File: src/rtl/pipeline_ctrl_pkg.sv
`default_nettype none
// ============================================================================
//  Module      : pipeline_ctrl_pkg
//  Description : Shared state encoding and constants for the pipeline hazard
//                control logic.
//  Revision    : 1.0 - initial release
// ============================================================================
package pipeline_ctrl_pkg;

    // Sequencer states for the stall/flush controller
    typedef enum logic [1:0] {
        RUN      = 2'd0,
        MEM_WAIT = 2'd1,
        ERROR    = 2'd2
    } hazard_state_t;

    // Register 0 is hard-wired to zero and never creates a dependency
    localparam logic [4:0] REG_ZERO = 5'd0;

endpackage : pipeline_ctrl_pkg
`default_nettype wire

File: src/rtl/load_use_detect.sv
`default_nettype none
// ============================================================================
//  Module      : load_use_detect
//  Description : Pure combinational load-use comparator. Flags when the load
//                in EX writes a register that the instruction in ID reads.
//  Revision    : 1.0 - initial release
// ============================================================================
module load_use_detect
    import pipeline_ctrl_pkg::*;
(
    input  logic       ex_mem_to_reg,
    input  logic [4:0] ex_rt_a,
    input  logic [4:0] id_rs_a,
    input  logic [4:0] id_rt_a,
    input  logic       id_uses_rt,
    output logic       load_use
);

    logic w_rs_match;
    logic w_rt_match;

    // Rt only counts as a source when the ID instruction actually reads it
    always_comb begin
        w_rs_match = (ex_rt_a == id_rs_a);
        w_rt_match = id_uses_rt & (ex_rt_a == id_rt_a);
        load_use   = ex_mem_to_reg & (ex_rt_a != REG_ZERO) & (w_rs_match | w_rt_match);
    end

endmodule : load_use_detect
`default_nettype wire

File: src/rtl/pipeline_hazard_ctrl.sv
`default_nettype none
// ============================================================================
//  Module      : pipeline_hazard_ctrl
//  Description : Central stall/flush sequencer for the 5-stage pipeline.
//                Mealy control outputs for load-use bubbles, memory-wait
//                freezes and branch flushes, plus saturating performance
//                counters and a sticky memory-timeout flag.
//  Revision    : 1.0 - initial release
// ============================================================================
module pipeline_hazard_ctrl
    import pipeline_ctrl_pkg::*;
#(
    parameter int MEM_TIMEOUT = 64,
    parameter int STALL_CNT_W = 16
) (
    input  logic                   clk,
    input  logic                   reset,
    input  logic [4:0]             id_rs_a,
    input  logic [4:0]             id_rt_a,
    input  logic                   id_uses_rt,
    input  logic [4:0]             ex_rt_a,
    input  logic                   ex_mem_to_reg,
    input  logic                   branch_taken,
    input  logic                   mem_req,
    input  logic                   mem_ready,
    output logic                   pc_write,
    output logic                   ifid_write,
    output logic                   ifid_flush,
    output logic                   idex_bubble,
    output logic                   idex_hold,
    output logic                   exmem_hold,
    output logic                   mem_error,
    output logic [STALL_CNT_W-1:0] stall_cycles,
    output logic [7:0]             flush_count
);

    // Last wait_cnt value tolerated before the access is declared dead
    localparam logic [7:0] c_timeout_last = 8'(MEM_TIMEOUT - 1);

    hazard_state_t          r_state;
    hazard_state_t          w_state_nxt;
    logic [7:0]             r_wait_cnt;
    logic [7:0]             w_wait_cnt_nxt;
    logic                   r_mem_error;
    logic                   w_set_error;
    logic [STALL_CNT_W-1:0] r_stall_cycles;
    logic [7:0]             r_flush_count;

    logic w_load_use;
    logic w_mem_stall;
    logic w_freeze;
    logic w_advance;

    logic w_pc_write;
    logic w_ifid_write;
    logic w_ifid_flush;
    logic w_idex_bubble;
    logic w_idex_hold;
    logic w_exmem_hold;

    load_use_detect u_load_use_detect (
        .ex_mem_to_reg (ex_mem_to_reg),
        .ex_rt_a       (ex_rt_a),
        .id_rs_a       (id_rs_a),
        .id_rt_a       (id_rt_a),
        .id_uses_rt    (id_uses_rt),
        .load_use      (w_load_use)
    );

    assign w_mem_stall = mem_req & ~mem_ready;

    // State register, wait counter, sticky error and performance counters
    always_ff @(posedge clk or posedge reset) begin
        if (reset) begin
            r_state        <= RUN;
            r_wait_cnt     <= 8'd0;
            r_mem_error    <= 1'b0;
            r_stall_cycles <= '0;
            r_flush_count  <= 8'd0;
        end else begin
            r_state     <= w_state_nxt;
            r_wait_cnt  <= w_wait_cnt_nxt;
            r_mem_error <= r_mem_error | w_set_error;
            if (!w_pc_write && (r_stall_cycles != {STALL_CNT_W{1'b1}})) begin
                r_stall_cycles <= r_stall_cycles + 1'b1;
            end
            if (w_ifid_flush && (r_flush_count != 8'hFF)) begin
                r_flush_count <= r_flush_count + 8'd1;
            end
        end
    end

    // Next state: decide whether the pipeline freezes or advances this cycle
    always_comb begin
        w_state_nxt    = r_state;
        w_wait_cnt_nxt = r_wait_cnt;
        w_set_error    = 1'b0;
        w_freeze       = 1'b0;
        w_advance      = 1'b0;
        case (r_state)
            RUN: begin
                if (w_mem_stall) begin
                    w_freeze       = 1'b1;
                    w_state_nxt    = MEM_WAIT;
                    w_wait_cnt_nxt = 8'd1;
                end else begin
                    w_advance = 1'b1;
                end
            end
            MEM_WAIT: begin
                if (mem_ready) begin
                    // Access completes: the pipeline moves on in this same cycle
                    w_advance      = 1'b1;
                    w_state_nxt    = RUN;
                    w_wait_cnt_nxt = 8'd0;
                end else if (r_wait_cnt == c_timeout_last) begin
                    w_freeze    = 1'b1;
                    w_state_nxt = ERROR;
                    w_set_error = 1'b1;
                end else begin
                    w_freeze       = 1'b1;
                    w_wait_cnt_nxt = r_wait_cnt + 8'd1;
                end
            end
            ERROR: begin
                w_freeze = 1'b1;
            end
            default: begin
                // Unreachable encoding: treat as a fatal memory condition
                w_freeze    = 1'b1;
                w_state_nxt = ERROR;
                w_set_error = 1'b1;
            end
        endcase
    end

    // Mealy control outputs; freeze outranks bubble, bubble outranks flush
    always_comb begin
        w_pc_write    = 1'b1;
        w_ifid_write  = 1'b1;
        w_ifid_flush  = 1'b0;
        w_idex_bubble = 1'b0;
        w_idex_hold   = 1'b0;
        w_exmem_hold  = 1'b0;
        if (w_freeze) begin
            w_pc_write   = 1'b0;
            w_ifid_write = 1'b0;
            w_idex_hold  = 1'b1;
            w_exmem_hold = 1'b1;
        end else if (w_advance && w_load_use) begin
            // A coincident taken branch is dropped here and resolves again next cycle
            w_pc_write    = 1'b0;
            w_ifid_write  = 1'b0;
            w_idex_bubble = 1'b1;
        end else if (w_advance && branch_taken) begin
            w_ifid_flush = 1'b1;
        end
    end

    // Reset forces a bubble into ID/EX and stops instruction fetch
    always_comb begin
        if (reset) begin
            pc_write    = 1'b0;
            ifid_write  = 1'b0;
            ifid_flush  = 1'b0;
            idex_bubble = 1'b1;
            idex_hold   = 1'b0;
            exmem_hold  = 1'b0;
        end else begin
            pc_write    = w_pc_write;
            ifid_write  = w_ifid_write;
            ifid_flush  = w_ifid_flush;
            idex_bubble = w_idex_bubble;
            idex_hold   = w_idex_hold;
            exmem_hold  = w_exmem_hold;
        end
    end

    assign mem_error    = r_mem_error;
    assign stall_cycles = r_stall_cycles;
    assign flush_count  = r_flush_count;

endmodule : pipeline_hazard_ctrl
`default_nettype wire
File: config.mk
export PLATFORM = sky130hd
export DESIGN_NAME = pipeline_hazard_ctrl
export DESIGN_NICKNAME = d
export VERILOG_FILES = /design/src/rtl/pipeline_ctrl_pkg.sv /design/src/rtl/load_use_detect.sv /design/src/rtl/pipeline_hazard_ctrl.sv
export SDC_FILE = /design/constraint.sdc
export NUM_CORES = 1
export LEC_CHECK = 0
export CORE_MARGIN = 4
export CORE_UTILIZATION = 48
export DETAILED_ROUTE_END_ITERATION = 12
export PLACE_DENSITY = 0.8
export SYNTH_ARGS = -nofsm -noshare
export SYNTH_HDL_FRONTEND = slang
export SYNTH_SLANG_ARGS = --single-unit
File: constraint.sdc
create_clock -name clk -period 2.65 [get_ports clk]
set_clock_uncertainty 0.05 [all_clocks]
set_input_delay 0.3975 -clock clk [delete_from_list [all_inputs] [get_ports clk]]
set_output_delay 0.3975 -clock clk [all_outputs]
set_load 0.03 [all_outputs]
==> metrics.txt <==
status finished clean; top cells by area, synth dfrtp_1, xnor2_1, xor2_1; CTS tree yes; Synth top area share 44.8%; CTS Buffer Depth 2; DR pass1 iterations 4; Yosys cell types 41; clk_lat worst skew 0.28 ns; Worst-path clk slew 0.07 ns; Setup Viol. Count Final 0; Synth Flop Type dfrtp_1; WL per Instance 13.6 um; Area Growth Syn to Fin 40.2%; critical path required time 2.20 ns; post-CTS setup buffer count 0; Starting Density 51.4%; Crit Path Class in -> out; first-pass GRT wire length 7.40 mm; crit-path most repeated cell buf_6; asr flop ratio synth 100%; Cell Rows 22; Tmin final 2.58 ns; sequential fraction of the synthesis area 44.8%; DIE AREA 5150 sq um; Peak VDD IR 0.792 mV; YS warnings 0; min setup slack post-route 0.0668 ns; die width 71.8 um; cts bufs inserted 5; largest net degree at the start of global routing 38; maximum fanout along the worst path 4; crit end category output port; startpoint types primary input; met3 usage 4.49%; number of port buffers 52; clock root buffer clkbuf_8; Slew @ Worst Pin 0.447 ns; post-layout util 72.1%; worst hold margin 0.444 ns; Commonest cells post-synth dfrtp_1, xnor2_1, nor2_1; post-synthesis area per instance 9.77 sq um; GRT Overall Usage 17.9%; most common cell in the netlist dfrtp_1; RSZ-0062 raised after global routing false; gr busiest metal met2; routability congestion estimate from global placement 0.748; routed vias/inst 5.28; met1 usage 22.4%; Worst slew margin 70.2%; family with the most delay on the worst path simple AND/OR/NAND/NOR gates; initial antenna violation count 0; period utilization 97.5%; Syn Inst Count 200; H-tree depth 2; vias in the first global route 1709; crit-path cells clkdlybuf4s50_1 > or4_1 > o21a_2 > buf_6 > a21oi_4 > and2_4 > buf_6; CP bufs+invs 3; Final Slew Violations 0; Final Net Count 292; DR vias 1668; HPWL after detailed placement 3.32 mm; Leakage 1.16 nW; slowest stage cell, crit path or4_1; FILL cells 272; IO Pins 53; type of the worst min-delay path reg -> reg; gr ovfl total 0; Sink Count 35; post-synth top area cell dfrtp_1; crit path DAT 2.14 ns; Post-synth EDFFs 0; Starting DRT DRC Count 92; #FFs+latches synth 35; ant diodes 0; Hold Fails Final Rpt 0; cell area after synthesis 1950 sq um; layout cells sized above 1 13.4%; fmax 387 MHz; DIE HEIGHT 71.8 um; pwr dens 764 nW/um^2; WL final 4.29 mm; Max Cap Viol 0; # DRC 0; core area 3800 sq um; Post-Place Setup Slack -0.0608 ns; Syn Nets 225; Crit path largest cell delay 0.52 ns; number of routed nets with antenna violations 0; met2 usage 29.7%
where the power goes:
group | switching (mW) | total (mW) | internal, mW
sequential | 0.139 | 0.787 | 0.648
clock | 0.187 | 0.491 | 0.304
combinational | 0.440 | 0.813 | 0.373
total | 0.766 | 2.09 | 1.32
flip-flops by register name (all words and copies together), names as in the netlist:
| name | cells |
|---|---|
| stall_cycles | 16 |
| flush_count | 8 |
| r_wait_cnt | 8 |
| r_state | 2 |
| mem_error | 1 |
path summary, 6_finish.rpt:
check	end	slack (ns)	startpoint	cells past startpoint
max in group asynchronous	r_wait_cnt[4]	1.69	reset	3
setup reg to reg	stall_cycles[7]	0.49	stall_cycles[6]	7
min in group asynchronous	stall_cycles[6]	0.55	reset	3
setup / recovery	pc_write	0.07	ex_rt_a[3]	7
hold reg to reg	mem_error	0.44	mem_error	2
hold / removal	mem_error	0.44	mem_error	2
cell usage in the layout (no fill, tap or decap), drive strengths merged, types with 2 or more instances in the layout:
master / Yosys / routed
o22ai: 2 / 2
o21ai: 6 / 6
nor3: 8 / 8
a21oi: 12 / 12
dfrtp: 35 / 35
buf: 3 / 17
nand2: 15 / 15
and3: 4 / 4
inv: 10 / 10
nand4: 8 / 8
and4: 2 / 2
clkdlybuf4s50: 0 / 47
ha: 3 / 3
clkbuf: 3 / 6
nand3: 14 / 14
mux2: 2 / 2
xnor2: 22 / 22
and2: 2 / 2
nor2: 17 / 17
o21bai: 2 / 2
or3: 3 / 3
xor2: 11 / 11
a31oi: 3 / 3
metrics by stage:
step / total power [mW] / instances / cell area, sq um / setup TNS (ns)
3_5_place_dp: 1.61 / 308 / 2590 / -0.128
4_1_cts: 2.11 / 316 / 2710 / 0
6_report: 2.09 / 316 / 2740 / 0
3_3_place_gp: 1.59 / 308 / 2590 / -0.113
2_1_floorplan: 1.26 / 200 / 1950 / 0
5_1_grt: 2.22 / 316 / 2740 / 0
area by class of cell:
cell class	count	area, sq um	area share (%)
multi-input cells	149	1020	37.1
flip-flops and latches	35	876	32.0
repair buffers	66	631	23.0
clock buffers	6	82.6	3.02
well taps	48	60.1	2.19
inverters	10	37.5	1.37
clock inverters	2	35.0	1.28
worst reg2reg max path, delay by kind of cell, from the launching register on:
kind                      cells  cell delay, ns
AOI/OAI and AO/OA             1            0.24
xor gates and xnor gates      1            0.14
buffers and inverters         1            0.21
DFF                           1            0.41
and+or+nand+nor               4            0.98
per-layer routing:
layer / part of all wire (%) / wire [um]
met1: 45 / 1920
met2: 50 / 2140
met3: 4.0 / 172
met4: 1.4 / 61
met5: 0 / 0
cells by family (layout without fill, tap and decap cells):
group                      count (synthesis)  in the layout  synth area share (%)
xor gates and xnor gates                  33             33                  14.8
buffers and inverters                     16             84                  3.84
muxes                                      2              2                  1.15
adders and majority gates                  3              3                  1.92
and+or+nand+nor                           78             78                  20.1
AOI/OAI and AO/OA                         33             33                  13.3
DFF                                       35             35                  44.8
repair_timing:
item                                    4_1_cts  5_1_grt
endpoints found under the setup margin        3        2
hold buffers                                  0        0
gates resized for setup                       2        6
gates cloned                                  0        0
pin swaps                                     0        2
(Power assumes the default switching activity.)
